$ cat src/rtl/dual_write_fifo_reader_if.sv
// dual_write_fifo_reader_if: two write strobes plus the valid/ready read port of the FIFO
interface dual_write_fifo_reader_if #(parameter int WIDTH = 8);
  logic wr0_en, wr1_en, rd_valid, rd_ready;
  logic [WIDTH-1:0] wr0_data, wr1_data, rd_data;
  modport master(output wr0_en, wr0_data, wr1_en, wr1_data, rd_ready, input rd_valid, rd_data);
  modport slave(input wr0_en, wr0_data, wr1_en, wr1_data, rd_ready, output rd_valid, rd_data);
endinterface

$ cat src/rtl/dual_write_fifo_reader.sv
// dual_write_fifo_reader: FIFO absorbing up to two same-cycle writes, drained first-word fall-through
module dual_write_fifo_reader #(
  parameter int WIDTH = 8,
  parameter int DEPTH = 4,
  parameter bit COLLAPSE = 1'b1,
  localparam int CW = $clog2(DEPTH+1)
) (
  input  logic clk,
  input  logic rst_n,
  dual_write_fifo_reader_if.slave bus,
  output logic [CW-1:0] count,
  output logic full,
  output logic [15:0] drop_cnt,
  output logic overflow
);
  localparam int AW = $clog2(DEPTH);
  logic [WIDTH-1:0] mem [DEPTH];
  logic [AW-1:0] wptr, rptr;
  logic pop, both, coll;
  logic [CW-1:0] free;
  logic [1:0] n_cand, n_store, drops;
  logic [WIDTH-1:0] c0;
  logic [16:0] dsum;
  assign bus.rd_valid = count != '0;
  assign bus.rd_data = mem[rptr];
  assign full = count == CW'(DEPTH);
  always_comb begin
    both = bus.wr0_en && bus.wr1_en;
    coll = both && COLLAPSE;
    pop = bus.rd_valid && bus.rd_ready;
    free = CW'(DEPTH) - count + CW'(pop);
    n_cand = both ? (COLLAPSE ? 2'd1 : 2'd2) : {1'b0, bus.wr0_en | bus.wr1_en};
    n_store = (free >= CW'(n_cand)) ? n_cand : free[1:0];
    c0 = (bus.wr0_en && !coll) ? bus.wr0_data : bus.wr1_data;
    drops = n_cand - n_store + {1'b0, coll};
    dsum = {1'b0, drop_cnt} + 17'(drops);
  end
  always_ff @(posedge clk or negedge rst_n)
    if (!rst_n) begin
      wptr <= '0;
      rptr <= '0;
      count <= '0;
      drop_cnt <= '0;
      overflow <= 1'b0;
    end else begin
      wptr <= wptr + AW'(n_store);
      rptr <= rptr + AW'(pop);
      count <= count + CW'(n_store) - CW'(pop);
      drop_cnt <= dsum[16] ? 16'hFFFF : dsum[15:0];
      if (n_store != n_cand) overflow <= 1'b1;
    end
  // storage is not reset; only the pointers define what is valid
  always_ff @(posedge clk) begin
    if (rst_n && n_store != 2'd0) mem[wptr] <= c0;
    if (rst_n && n_store == 2'd2) mem[wptr + AW'(1)] <= bus.wr1_data;
  end
endmodule

$ cat src/flat_wrapper.sv
// flat-port wrapper written by rule: the top's interface ports become plain ports
module dual_write_fifo_reader_flat 
#(
  parameter int WIDTH = 8,
  parameter int DEPTH = 4,
  parameter bit COLLAPSE = 1'b1,
  localparam int CW = $clog2(DEPTH+1)
)
  (clk, rst_n, count, full, drop_cnt, overflow, bus_wr0_en, bus_wr0_data, bus_wr1_en, bus_wr1_data, bus_rd_ready, bus_rd_valid, bus_rd_data);
  dual_write_fifo_reader_if #(.WIDTH(WIDTH)) bus_i ();
  input  logic clk;
  input  logic rst_n;
  output logic [CW-1:0] count;
  output logic full;
  output logic [15:0] drop_cnt;
  output logic overflow;
  input wire logic [$bits(bus_i.wr0_en)-1:0] bus_wr0_en;
  input wire logic [$bits(bus_i.wr0_data)-1:0] bus_wr0_data;
  input wire logic [$bits(bus_i.wr1_en)-1:0] bus_wr1_en;
  input wire logic [$bits(bus_i.wr1_data)-1:0] bus_wr1_data;
  input wire logic [$bits(bus_i.rd_ready)-1:0] bus_rd_ready;
  output wire logic [$bits(bus_i.rd_valid)-1:0] bus_rd_valid;
  output wire logic [$bits(bus_i.rd_data)-1:0] bus_rd_data;
  assign bus_i.wr0_en = bus_wr0_en;
  assign bus_i.wr0_data = bus_wr0_data;
  assign bus_i.wr1_en = bus_wr1_en;
  assign bus_i.wr1_data = bus_wr1_data;
  assign bus_i.rd_ready = bus_rd_ready;
  assign bus_rd_valid = bus_i.rd_valid;
  assign bus_rd_data = bus_i.rd_data;
  dual_write_fifo_reader #(.WIDTH(WIDTH), .DEPTH(DEPTH), .COLLAPSE(COLLAPSE)) u_core (.clk(clk), .rst_n(rst_n), .bus(bus_i), .count(count), .full(full), .drop_cnt(drop_cnt), .overflow(overflow));
endmodule
$ cat config.mk
export PLATFORM = sky130hd
export DESIGN_NAME = dual_write_fifo_reader_flat
export DESIGN_NICKNAME = d
export VERILOG_FILES = /design/src/rtl/dual_write_fifo_reader_if.sv /design/src/rtl/dual_write_fifo_reader.sv /design/src/flat_wrapper.sv
export SDC_FILE = /design/constraint.sdc
export NUM_CORES = 1
export LEC_CHECK = 0
export CORE_MARGIN = 4
export CORE_UTILIZATION = 40
export DETAILED_ROUTE_END_ITERATION = 7
export GPL_TIMING_DRIVEN = 1
export HOLD_SLACK_MARGIN = 0.12
export PLACE_DENSITY = 0.61
export SLEW_MARGIN = 20
export SYNTH_ARGS = -nofsm -noshare
export SYNTH_HDL_FRONTEND = slang
export SYNTH_SLANG_ARGS = --single-unit
export TNS_END_PERCENT = 50
$ cat constraint.sdc
create_clock -name clk -period 11.2 [get_ports clk]
set_input_delay 2.24 -clock clk [delete_from_list [all_inputs] [get_ports clk]]
set_output_delay 2.24 -clock clk [all_outputs]
set_load 0.01 [all_outputs]
==> results of run 1 <==
worst max-delay path: stages:
cell and delay (ns):
clkdlybuf4s50_1 0.45, nand2_1 0.07, inv_1 0.08, ha_1 0.26, ha_1 0.30, nor2_1 0.08
nand3_1 0.15, mux2i_1 0.47, inv_1 0.16, ha_1 0.31, inv_1 0.04, ha_1 0.28
ha_1 0.22, fa_1 0.44, nand4_1 0.20, nor2_2 0.10, nand3_1 0.39, o21ai_0 0.20
kinds of logic (layout without fill, tap and decap cells):
kind of cell,count (synthesis),in the layout,synth area share [%]
xor gates and xnor gates,15,15,5.05
adders and majority gates,13,13,6.82
buffers and inverters,16,72,2.40
muxes,18,18,11.2
DFF,56,56,60.0
AOI/OAI and AO/OA,14,14,3.22
and+or+nand+nor,50,50,11.3
worst max path at each step:
stage | startpoint | end | depth (start not counted)
detailed placement | bus_rd_ready | u_core.drop_cnt[6]$_DFF_PN0_ | 18
global placement | bus_rd_ready | u_core.drop_cnt[6]$_DFF_PN0_ | 18
finish | bus_rd_ready | u_core.drop_cnt[6]$_DFF_PN0_ | 18
CTS | bus_rd_ready | u_core.drop_cnt[6]$_DFF_PN0_ | 18
global route | bus_rd_ready | u_core.drop_cnt[6]$_DFF_PN0_ | 18
floorplan | bus_rd_ready | u_core.drop_cnt[6]$_DFF_PN0_ | 18
layer usage:
metal  vias up  wire length (microns)
li1        770                      -
met1       751                   2160
met2        38                   2240
met3         4                    209
met4         0                     30
met5         -                      0
power breakdown:
group	total, mW	internal (mW)	switching (mW)
sequential	0.331	0.272	0.0583
clock	0.106	0.0446	0.0612
combinational	0.308	0.177	0.131
total	0.744	0.494	0.250
synthesized netlist by cell type, types with 3 or more instances:
| cell | instances | area (sq um) |
|---|---|---|
| edfxtp_1 | 32 | 961 |
| dfrtp_1 | 24 | 601 |
| nand2_1 | 14 | 52.6 |
| inv_1 | 12 | 45.0 |
| xnor2_1 | 12 | 105 |
| ha_1 | 11 | 138 |
| mux4_2 | 8 | 180 |
| mux2_2 | 7 | 78.8 |
| nor2_1 | 6 | 22.5 |
| nand3_1 | 5 | 25.0 |
| nor3_1 | 4 | 20.0 |
| o21ai_0 | 4 | 20.0 |
| a21oi_1 | 3 | 15.0 |
| a31oi_1 | 3 | 18.8 |
| and3_1 | 3 | 18.8 |
| nand2b_1 | 3 | 18.8 |
| xor2_1 | 3 | 26.3 |
registers in the layout (all words and copies together) (netlist names):
signal           flops
u_core.count         3
u_core.drop_cnt     16
u_core.mem          32
u_core.overflow      1
u_core.rptr          2
u_core.wptr          2
metrics by stage:
stage	util (%)	setup slack (ns)
floorplan	-	5.62
detailed placement	50.5	4.64
global route	52.0	4.51
CTS	51.9	4.99
finish	52.0	4.90
global placement	50.5	4.82
layout make-up:
type	count	area, sq um
Fill cell	546	3050
Sequential cell	56	1560
Multi-Input combinational cell	110	995
Timing Repair Buffer	52	515
Tap cell	77	96.3
Clock buffer	6	72.6
Inverter	12	45.0
Clock inverter	2	16.3
==> impl_metrics.tcl, run 1 <==
set metrics [dict create \
    final_common_cell "clkdlybuf4s50_1" \
    design_area_sq_um 3300 \
    r2r_setup_slack_ns 6.38 \
    place_inst 307 \
    numCtsBuffers 5 \
    min_path_type "reg2reg" \
    ys_ff_latch 56 \
    start_util_pct 41.0 \
    drt-pass1-iter-count 4 \
    startpoint_type "input port" \
    hp-start "u_core.overflow$_DFFE_PN0P_" \
    port_buffers 50 \
    ys.flop_type "edfxtp_1" \
    async_flop_share_pct 42.9 \
    clockRootBuffer "clkbuf_8" \
    drive_above_1_share_pct 13.0 \
    reg2reg_from "u_core.count[2]$_DFF_PN0_" \
    rows 29 \
    cp-end-kind "register" \
    hpwlAfterDp_microns 3350 \
    placed_area_sq_um 3200 \
    syn_avg_cell_area_sq_um 14.3 \
    drc 0 \
    worst_pin_slew_ns 0.761 \
    setup-violations-final 0 \
    clock_path_buffers 2 \
    pin_count 51 \
    clkTransAtPathRegs_ns 0.09 \
    top_usage_layer "met2" \
    cts_num_sinks 56 \
    period_needed_ns 6.30 \
    drt_first_iter_violations 51 \
    post-cts-setup-buffers 0 \
    netlist_area_sq_um 2600 \
    rsz0062_at_grt "false" \
    syn_inst 182 \
    p_per_area_nw_per_um2 225 \
    crit_arrival_ns 6.45 \
    grt_use_met2_pct 21.0 \
    grt_use_total_pct 12.9 \
    grt_pass1_wl_microns 7600 \
    r2r_end "u_core.drop_cnt[6]$_DFF_PN0_" \
    antenna_cells 0 \
    gp_congestion 0.773 \
    mostFrequentLayoutCells "clkdlybuf4s50_1, edfxtp_1, dfrtp_1, nand2_1" \
    cts_tree "done" \
    period_share_pct 56.2 \
    finalPower_mw 0.744 \
    core_area_sq_um 6350 \
    dieHeight_microns 88.7 \
    cts_resized 0 \
    hold-path-endpoint "u_core.overflow$_DFFE_PN0P_" \
    fmaxAchievable_ghz 0.159 \
    floorplan.die_area_sq_um 7860 \
    clk_latency_ns 0.30 \
    vias 1563 \
    die_x_microns 88.7 \
    finClkSkew_ns 0.00445 \
    vdd_drop_max_uv 133 \
    met3_usage_pct 2.79 \
    final-instance-count-excl-fill 315 \
    grt_pass1_vias 1582 \
    antenna_found_initial 0 \
    max_cap_viol_count 0 \
    max_slew_margin_pct 49.0 \
    crit_fanout 13 \
    hold_viol_final 0 \
    grt_use_met1_pct 17.6 \
    synth.distinct_cells 39 \
    tns_ns 0 \
    ys_warn_count 0 \
    hold_buffers 0 \
    synth_edf_count 32 \
    grt_max_degree 29 \
    cts_max_level 2 \
    p_leak_nw 1.30 \
    slew_viol_final 0 \
    required_ns 11.35 \
    synthToLayoutAreaGrowth_pct 26.8 \
    hold-worst-slack_ns 0.490 \
    crit_type "in2reg" \
    routed_wl_microns 4640 \
    viasPerCell 4.96 \
    whs_path_depth 1 \
    yosysSeqAreaShare_pct 60.0 \
    syn_nets 216 \
    antenna_left 0 \
    fin_nets 271 \
    grt_remaining_overflow 0 \
    outcome "complete, no violations" \
    wl_per_cell_microns 14.7 \
    r2r_cells 18 \
]
Note: power is estimated with default switching activity, not from simulation.
==> run 2: changes to the inputs <==
==> constraint.sdc (replaced) <==
create_clock -name clk -period 5.8 [get_ports clk]
set_input_delay 1.16 -clock clk [delete_from_list [all_inputs] [get_ports clk]]
set_output_delay 1.16 -clock clk [all_outputs]
set_load 0.01 [all_outputs]
==> impl_metrics.tcl, run 2 (synthesis gave the netlist of run 1 again) <==
set metrics [dict create \
    grt_remaining_overflow 0 \
    antenna_left 0 \
    slew_viol_final 0 \
    routed_wl_microns 4810 \
    grt_pass1_wl_microns 7870 \
    dieHeight_microns 88.7 \
    met3_usage_pct 4.19 \
    rows 29 \
    finalPower_mw 1.45 \
    crit_type "in2reg" \
    cts_max_level 2 \
    finClkSkew_ns 0.00504 \
    post-cts-setup-buffers 0 \
    wl_per_cell_microns 15.3 \
    hold_viol_final 0 \
    worst_pin_slew_ns 0.795 \
    regMostFlops "u_core.mem" \
    drc 0 \
    period_needed_ns 5.22 \
    viasPerCell 5.06 \
    vdd_drop_max_uv 216 \
    clkTransAtPathRegs_ns 0.09 \
    outcome "complete, no violations" \
    core_area_sq_um 6350 \
    p_per_area_nw_per_um2 438 \
    antenna_cells 0 \
    hold-worst-slack_ns 0.495 \
    crit_start "bus_rd_ready" \
    grt_use_total_pct 13.4 \
    final_common_cell "clkdlybuf4s50_1" \
    cts_resized 0 \
    final-instance-count-excl-fill 315 \
    startpoint_type "input port" \
    fmaxAchievable_ghz 0.192 \
    grt_use_met2_pct 21.8 \
    numCtsBuffers 5 \
    port_buffers 50 \
    grt_max_degree 29 \
    postLayoutCoreUtil_pct 52.0 \
    cts_tree "done" \
    cp-end-kind "register" \
    tns_ns 0 \
    setup-violations-final 0 \
    gp_congestion 0.774 \
    reg_top3 "u_core.mem x32, u_core.drop_cnt x16, u_core.count x3" \
    grt_use_met1_pct 17.0 \
    synthToLayoutAreaGrowth_pct 26.8 \
    preCtsSetupSlack_ns 0.314 \
    clk_latency_ns 0.30 \
    reg2reg_from "u_core.count[2]$_DFF_PN0_" \
    top_usage_layer "met2" \
    crit_arrival_ns 5.37 \
    p_leak_nw 1.30 \
    floorplan.die_area_sq_um 7860 \
    clockRootBuffer "clkbuf_8" \
    fin_nets 271 \
    cts_num_sinks 56 \
    crit_fanout 13 \
    start_util_pct 41.0 \
    drive_above_1_share_pct 13.0 \
    required_ns 5.96 \
    antenna_found_initial 0 \
    vias 1594 \
    max_slew_margin_pct 46.8 \
    largest_reg_flops 32 \
    drt_first_iter_violations 53 \
    place_inst 307 \
    min_path_type "reg2reg" \
    die_x_microns 88.7 \
    clock_path_buffers 2 \
    pin_count 51 \
    hold_buffers 0 \
    drt-pass1-iter-count 4 \
    hpwlAfterDp_microns 3430 \
    grt_pass1_vias 1657 \
    rsz0062_at_grt "false" \
    hp-start "u_core.overflow$_DFFE_PN0P_" \
    mostFrequentLayoutCells "clkdlybuf4s50_1, edfxtp_1, dfrtp_1, nand2_1" \
    period_share_pct 89.9 \
    design_area_sq_um 3300 \
    max_cap_viol_count 0 \
    worst_slack_ns 0.584 \
    placed_area_sq_um 3200 \
]
run 2: cell counts in the layout (fill, tap and decap cells not counted):
Identical to the previous run, type by type.
run 2: area by class of cell:
cell class | instances | area, sq um
clock buffers | 6 | 72.6
well taps | 77 | 96.3
multi-input cells | 110 | 995
inverters | 12 | 45.0
flip-flops and latches | 56 | 1560
repair buffers | 52 | 515
clock inverters | 2 | 16.3
fillers | 550 | 3050
run 2: worst max-delay path: stages:
cell and delay, ns:
clkdlybuf4s50_1 0.45, nand2_1 0.07, inv_1 0.09, ha_1 0.26, ha_1 0.30, nor2_1 0.08
nand3_1 0.15, mux2i_1 0.47, inv_1 0.16, ha_1 0.31, inv_1 0.04, ha_1 0.28
ha_1 0.22, fa_1 0.44, nand4_1 0.22, nor2_2 0.11, nand3_1 0.38, o21ai_0 0.18
run 2: power by group:
| group | total (mW) | switching, mW | internal (mW) | leakage (nW) |
|---|---|---|---|---|
| clock network | 0.209 | 0.123 | 0.0862 | 0.0414 |
| logic | 0.598 | 0.257 | 0.341 | 0.669 |
| registers | 0.639 | 0.113 | 0.526 | 0.591 |
run 2: worst paths after layout:
check,endpoint,slack (ns),cells past startpoint
worst max-delay path,u_core.drop_cnt[6]$_DFF_PN0_,0.58,18
worst min-delay path,u_core.overflow$_DFFE_PN0P_,0.50,1
worst max register to register,u_core.drop_cnt[6]$_DFF_PN0_,0.97,18
worst min register to register,u_core.overflow$_DFFE_PN0P_,0.50,1
max in group asynchronous,u_core.wptr[0]$_DFF_PN0_,4.33,2
min in group asynchronous,u_core.overflow$_DFFE_PN0P_,1.21,2
run 2: layer usage:
metal	up-vias	wire length (microns)
met3	6	268
met5	-	0
met2	41	2390
met4	0	54
met1	773	2100
li1	774	-
